[config.mk]
export PLATFORM = sky130hd
export DESIGN_NAME = ipsxe_fft_sdf_bf_stage
export DESIGN_NICKNAME = d
export VERILOG_FILES = /design/src/rtl/ipsxe_fft_sdf_bf_stage.sv
export SDC_FILE = /design/constraint.sdc
export NUM_CORES = 1
export LEC_CHECK = 0
export CAP_MARGIN = 20
export CORE_MARGIN = 2
export CORE_UTILIZATION = 51
export DETAILED_ROUTE_END_ITERATION = 8
export HOLD_SLACK_MARGIN = 0.03
export PLACE_DENSITY_LB_ADDON = 0.25
export SYNTH_ARGS = -nofsm -noshare
export SYNTH_HDL_FRONTEND = slang
export SYNTH_SLANG_ARGS = --single-unit
[constraint.sdc]
create_clock -name clk -period 3.5 [get_ports clk]
set_clock_uncertainty 0.05 [all_clocks]
set_input_delay 0.525 -clock clk [delete_from_list [all_inputs] [get_ports clk]]
set_output_delay 0.525 -clock clk [all_outputs]
set_load 0.05 [all_outputs]
[src/rtl/ipsxe_fft_sdf_bf_stage.sv]
`default_nettype none
// ============================================================================
// Module   : ipsxe_fft_sdf_bf_stage
// Purpose  : Radix-2 single-delay-feedback butterfly stage with external
//            feedback shift register; no scaling, rounding or twiddles.
// Revision : 1.0
// ============================================================================
module ipsxe_fft_sdf_bf_stage #(
    parameter int DATA_WIDTH = 16,
    parameter int DELAY      = 4
) (
    input  logic                        clk,
    input  logic                        rst,
    input  logic                        clken,
    input  logic                        din_valid,
    input  logic                        din_sof,
    input  logic [DATA_WIDTH-1:0]       din_re,
    input  logic [DATA_WIDTH-1:0]       din_im,
    output logic                        fb_shift,
    output logic [2*(DATA_WIDTH+1)-1:0] fb_din,
    input  logic [2*(DATA_WIDTH+1)-1:0] fb_dout,
    output logic                        dout_valid,
    output logic                        dout_sof,
    output logic [DATA_WIDTH:0]         dout_re,
    output logic [DATA_WIDTH:0]         dout_im
);

    localparam int              c_CW    = $clog2(2 * DELAY);
    localparam int              c_OW    = DATA_WIDTH + 1;
    localparam logic [c_CW-1:0] c_DELAY = c_CW'(DELAY);
    localparam logic [c_CW-1:0] c_ONE   = c_CW'(1);

    logic [c_CW-1:0] r_cnt;
    logic            r_primed;
    logic            r_dout_valid;
    logic            r_dout_sof;
    logic [c_OW-1:0] r_dout_re;
    logic [c_OW-1:0] r_dout_im;

    logic            w_accept;
    logic [c_CW-1:0] w_cnt_eff;
    logic            w_phase;
    logic [c_OW-1:0] w_x_re;
    logic [c_OW-1:0] w_x_im;
    logic [c_OW-1:0] w_fb_re;
    logic [c_OW-1:0] w_fb_im;
    logic [c_OW-1:0] w_cand_re;
    logic [c_OW-1:0] w_cand_im;
    logic [c_OW-1:0] w_wr_re;
    logic [c_OW-1:0] w_wr_im;

    assign w_accept  = clken & din_valid;
    // A start-of-frame sample restarts the block regardless of the counter.
    assign w_cnt_eff = din_sof ? '0 : r_cnt;
    assign w_phase   = w_cnt_eff[c_CW-1];

    assign w_x_re  = {din_re[DATA_WIDTH-1], din_re};
    assign w_x_im  = {din_im[DATA_WIDTH-1], din_im};
    assign w_fb_re = fb_dout[c_OW-1:0];
    assign w_fb_im = fb_dout[2*c_OW-1:c_OW];

    always_comb begin
        w_cand_re = w_fb_re;
        w_cand_im = w_fb_im;
        w_wr_re   = w_x_re;
        w_wr_im   = w_x_im;
        if (w_phase) begin
            w_cand_re = w_fb_re + w_x_re;
            w_cand_im = w_fb_im + w_x_im;
            w_wr_re   = w_fb_re - w_x_re;
            w_wr_im   = w_fb_im - w_x_im;
        end
    end

    assign fb_shift = w_accept;
    assign fb_din   = {w_wr_im, w_wr_re};

    always_ff @(posedge clk) begin
        if (rst) begin
            r_cnt        <= '0;
            r_primed     <= 1'b0;
            r_dout_valid <= 1'b0;
            r_dout_sof   <= 1'b0;
            r_dout_re    <= '0;
            r_dout_im    <= '0;
        end else if (clken) begin
            if (din_valid) begin
                r_cnt        <= w_cnt_eff + c_ONE;
                r_primed     <= r_primed | w_phase;
                // Phase-0 outputs carry the previous block's differences,
                // which are only meaningful once a block has completed.
                r_dout_valid <= w_phase | r_primed;
                r_dout_sof   <= (w_cnt_eff == c_DELAY);
                r_dout_re    <= w_cand_re;
                r_dout_im    <= w_cand_im;
            end else begin
                r_dout_valid <= 1'b0;
                r_dout_sof   <= 1'b0;
            end
        end
    end

    assign dout_valid = r_dout_valid;
    assign dout_sof   = r_dout_sof;
    assign dout_re    = r_dout_re;
    assign dout_im    = r_dout_im;

endmodule
`default_nettype wire

# Yosys cells after proc, flatten, opt, wreduce, memory -nomap -nowiden
# Index checks and enable logic that the tools add are counted.
# W data, S select, Z words.
[word_totals]
ff_bits = 40
latch_bits = 0
mem_bits_rw = 0
mem_bits_ro = 0
input_bits = 71
n_memories = 0
[classes]
add_sub_neg = 5
n_mul = 0
div = 0
magnitude_cmp = 0
n_eq_ne = 1
n_shift = 0
muxes = 7
n_bitwise = 2
reduce_logical = 1
[op_table]
columns = ["operator", "count"]
rows = [
  ["$mux W17", 4],
  ["$add A17 B17 Y17", 2],
  ["$sub A17 B17 Y17", 2],
  ["$add A3 B1 Y3 const B", 1],
  ["$eq A3 B3 Y1 const B", 1],
  ["$mux W3", 1],
  ["$mux W1", 2],
  ["$reduce_and A2 Y1", 1],
  ["$and A1 B1 Y1", 1],
  ["$or A1 B1 Y1", 1],
]

# Depth between registers and ports, before layout
[logic_depth]
ltp_word = 3
mapped_depth = 10
ltp_nobuf = 10

# Worst setup path before layout
# No wires, ideal clock.
[synth_path]
kind = "in2out"
start = "input fb_dout[0]"
end = "output fb_din[14]"
arrival_ns = 3.222
path_slack_ns = -0.297
cell_stages = 9
n_path_buf = 0
path_cell_list = "inv_1 > ha_1 > fa_1 > nand2b_1 > a21oi_1 > nor3_2 > o31ai_4 > a21oi_1 > a221oi_1"
[synth_between]
elab_chain_cells = 2
[synth_rtl]
columns = ["item", "line", "text"]
rows = [
  ["start, declared", "21", "input logic [2*(DATA_WIDTH+1)-1:0] fb_dout,"],
  ["$sub A17 B17 Y17", "70", "w_wr_re = w_fb_re - w_x_re;"],
  ["$mux W17", "67", "if (w_phase) begin"],
  ["end, declared", "20", "output logic [2*(DATA_WIDTH+1)-1:0] fb_din,"],
]
# Every way passes these cells.

# Worst setup path in the final report
[layout_path]
start = "input din_re[7]"
end = "output fb_din[13]"
[layout_between]
elab_chain_cells = 2
[layout_rtl]
columns = ["item", "line", "text"]
rows = [
  ["start, declared", "17", "input logic [DATA_WIDTH-1:0] din_re,"],
  ["$sub A17 B17 Y17", "70", ""],
  ["$mux W17", "67", ""],
]
# Every way passes these cells.

==> run metrics <==
Mapped Nets=900; Post-synth top flop=dfxtp_1; cts hold-fix bufs=0; Layout area overhead=53.8%; setup violators final=0; sw frac=40.9%; final hold violation count=0; CTS buffer count=5; setup TNS=0 ps; Tot GR Track Use=30.3%; Clock Sinks=40; DR vias/cell=5.88; path type of the worst setup path=primary input to primary output; wire per inst=17.0 um; relative max-transition margin=49.3%; post-synthesis async set-or-reset flop share=0%; Syn Area/Cell=7.17 um2; Hold Crit Depth=2; Max Slew Vio Count=0; most crowded layer after global routing=met2; Die Area=11500 um2; Root Driver=clkbuf_8; met3 Use GR=2.06%; M2 GR Usage=56.5%; Worst Hold Class=flip-flop to flip-flop; # DRC=0; # nets final=1101; slowest CP cell=clkdlybuf4s50_1; overall power=2.17 mW; antenna violations before repair=0; Worst path depth=12; pre-CTS WS=-374 ps; Tmin final=3450 ps; CTS tree=done; ANT nets after route=0; Clock Power Share=18.0%; chip height=107 um; # port buffers=141; commonest non-fill, non-tap cell in the layout=buf_4; Sw Pwr=0.888 mW; Tcrit/Tclk final=98.6%; Distinct cells, synth=80; CTS max path bufs=2; Seq pwr share=22.6%; Slew @ Worst Pin=758 ps; Iteration-0 DRC Markers=403; Final WS setup=48.7 ps; Clk Latency, worst-skew pair=310 ps; Lkg Pwr=3.68 nW; delay-heaviest family, CP=compound AO/OA/AOI/OAI gates; total of max-cap violations=0; CP endpoint kind=primary output; share of layout cells above drive strength 1=23.6%; vias in the first global route=6248; fmax=290 MHz; Yosys reg bits=40; worst path arrival time=2880 ps; Synth Warn #=0; critical path required time=2920 ps; slowest stage delay, CP=490 ps; Int Pwr=1.28 mW; total routed wirelength=18600 um; Ports=142; power density cells=259 nW/um2; H-Tree Depth=2; Mapped Cells=759; # diodes=0; Gate power share=59.4%; met1 Usage GRT=36.4%; via count=6448; wire length of the first global-routing pass=28800 um; synthesized area=5450 um2; VDD IR-drop max=0.169 mV; worst-case reg-to-reg path depth=6; clock-pin slew on the worst setup and hold paths=90 ps; DP HPWL=13900 um; Final Non-Filler Cells=1097; total grt overflow=0; status=finished clean; CP max FO=5; GPL Wtd Cong=0.964; core area=10300 um2; CP Launch Type=primary input; most frequent cells in the layout=buf_4, clkdlybuf4s50_1, nand2_1, nor2_1, a21oi_1; worst path bufs/invs=4; sequential-to-total area share from yosys stat=14.7%; largest net degree at the start of global routing=53; Initial Utilization=52.7%; Post-synth EDFFs=0; placed instance count=1076; Die X=107 um; critical path cell sequence=clkdlybuf4s50_1 > inv_1 > ha_4 > nand2_1 > a211oi_2 > o31ai_4 > a21boi_4 > buf_4 > o21bai_4 > xnor2_1 > o21ai_2 > buf_12; # rows=37; detailed-router iteration count before antenna repair=5
==> what timing repair did <==
item | CTS | global route
setup buffers | 8 | 5
resized for setup | 55 | 51
pin swaps | 19 | 25
setup endpoints to repair | 17 | 12
endpoints found under the hold margin | 0 | 0
==> state kept, by name, summed over array words and instances, names as in the netlist <==
register,cells
dout_im,17
dout_re,17
dout_sof,1
r_primed,1
r_cnt,3
dout_valid,1
==> through the flow <==
| step | utilization, % | hold slack, ps | instance area [um2] |
|---|---|---|---|
| finish | 81.1 | 409 | 8380 |
| global route | 81.1 | 440 | 8380 |
| CTS | 79.0 | 413 | 8160 |
| detailed placement | 75.7 | 401 | 7810 |
| global placement | 75.7 | 389 | 7810 |
| floorplan | - | 387 | 5460 |
==> routing by layer <==
metal	vias to the layer above	part of all wire, %
met4	0	3.1
li1	3078	-
met2	295	52
met3	53	5.9
met5	-	0
met1	3022	39
==> power groups by stage <==
stage,clock network (mW),logic (mW),registers [mW]
after global routing,0.414,1.37,0.492
after floorplan,0,0.638,0.566
after CTS,0.397,1.22,0.489
after global placement,0,1.13,0.499
final,0.391,1.29,0.490
after detailed placement,0,1.16,0.500
==> worst paths after layout <==
check / from / to / slack (ps)
max: din_re[7] / fb_din[13] / 50
min: dout_im[8] / dout_im[8] / 410
max reg2reg: r_cnt[2] / dout_re[6] / 1620
min reg2reg: dout_im[8] / dout_im[8] / 410
==> cell usage after synthesis, types with 6 or more instances <==
cell | count | area, um2
ha_1 | 66 | 826
a21oi_1 | 59 | 295
a311oi_1 | 6 | 52.6
a31oi_1 | 8 | 50.1
a211o_1 | 6 | 52.6
nor3_1 | 18 | 90.1
nand2b_1 | 16 | 100
nor3b_1 | 6 | 45.0
a211oi_1 | 10 | 75.1
o21bai_1 | 10 | 75.1
nor2_1 | 77 | 289
inv_1 | 59 | 221
clkbuf_1 | 25 | 93.8
nor2b_1 | 15 | 93.8
nand2_1 | 82 | 308
xnor2_1 | 33 | 289
o211ai_1 | 7 | 52.6
a21o_1 | 7 | 52.6
o21a_1 | 9 | 67.6
o31ai_1 | 12 | 90.1
xor2_1 | 11 | 96.3
o21ai_1 | 10 | 50.1
buf_2 | 9 | 45.0
nor4_1 | 7 | 43.8
o21ai_0 | 49 | 245
dfxtp_1 | 40 | 801
==> cell type report <==
type | count | area (um2)
Timing Repair Buffer | 237 | 2470
Tap cell | 136 | 170
Multi-Input combinational cell | 615 | 4580
Clock inverter | 3 | 47.5
Inverter | 61 | 231
Fill cell | 647 | 1950
Clock buffer | 5 | 68.8
Sequential cell | 40 | 801
==> cells by family after synthesis <==
group / Yosys count / share of synthesized area [%]
AO/OA/AOI/OAI: 248 / 31.5
buffers and inverters: 104 / 7.72
flip-flops: 40 / 14.7
XOR/XNOR: 44 / 7.08
multiplexers: 2 / 0.368
AND/OR/NAND/NOR: 251 / 22.0
adder cells (fa/ha/maj): 70 / 16.6
==> tightest hold or removal path, delay by kind of cell (launching register included) <==
kind	cells	cell delay (ps)
simple gates	1	50
flops	1	320
compound gates	1	50
Note: power is estimated with default switching activity, not from simulation.
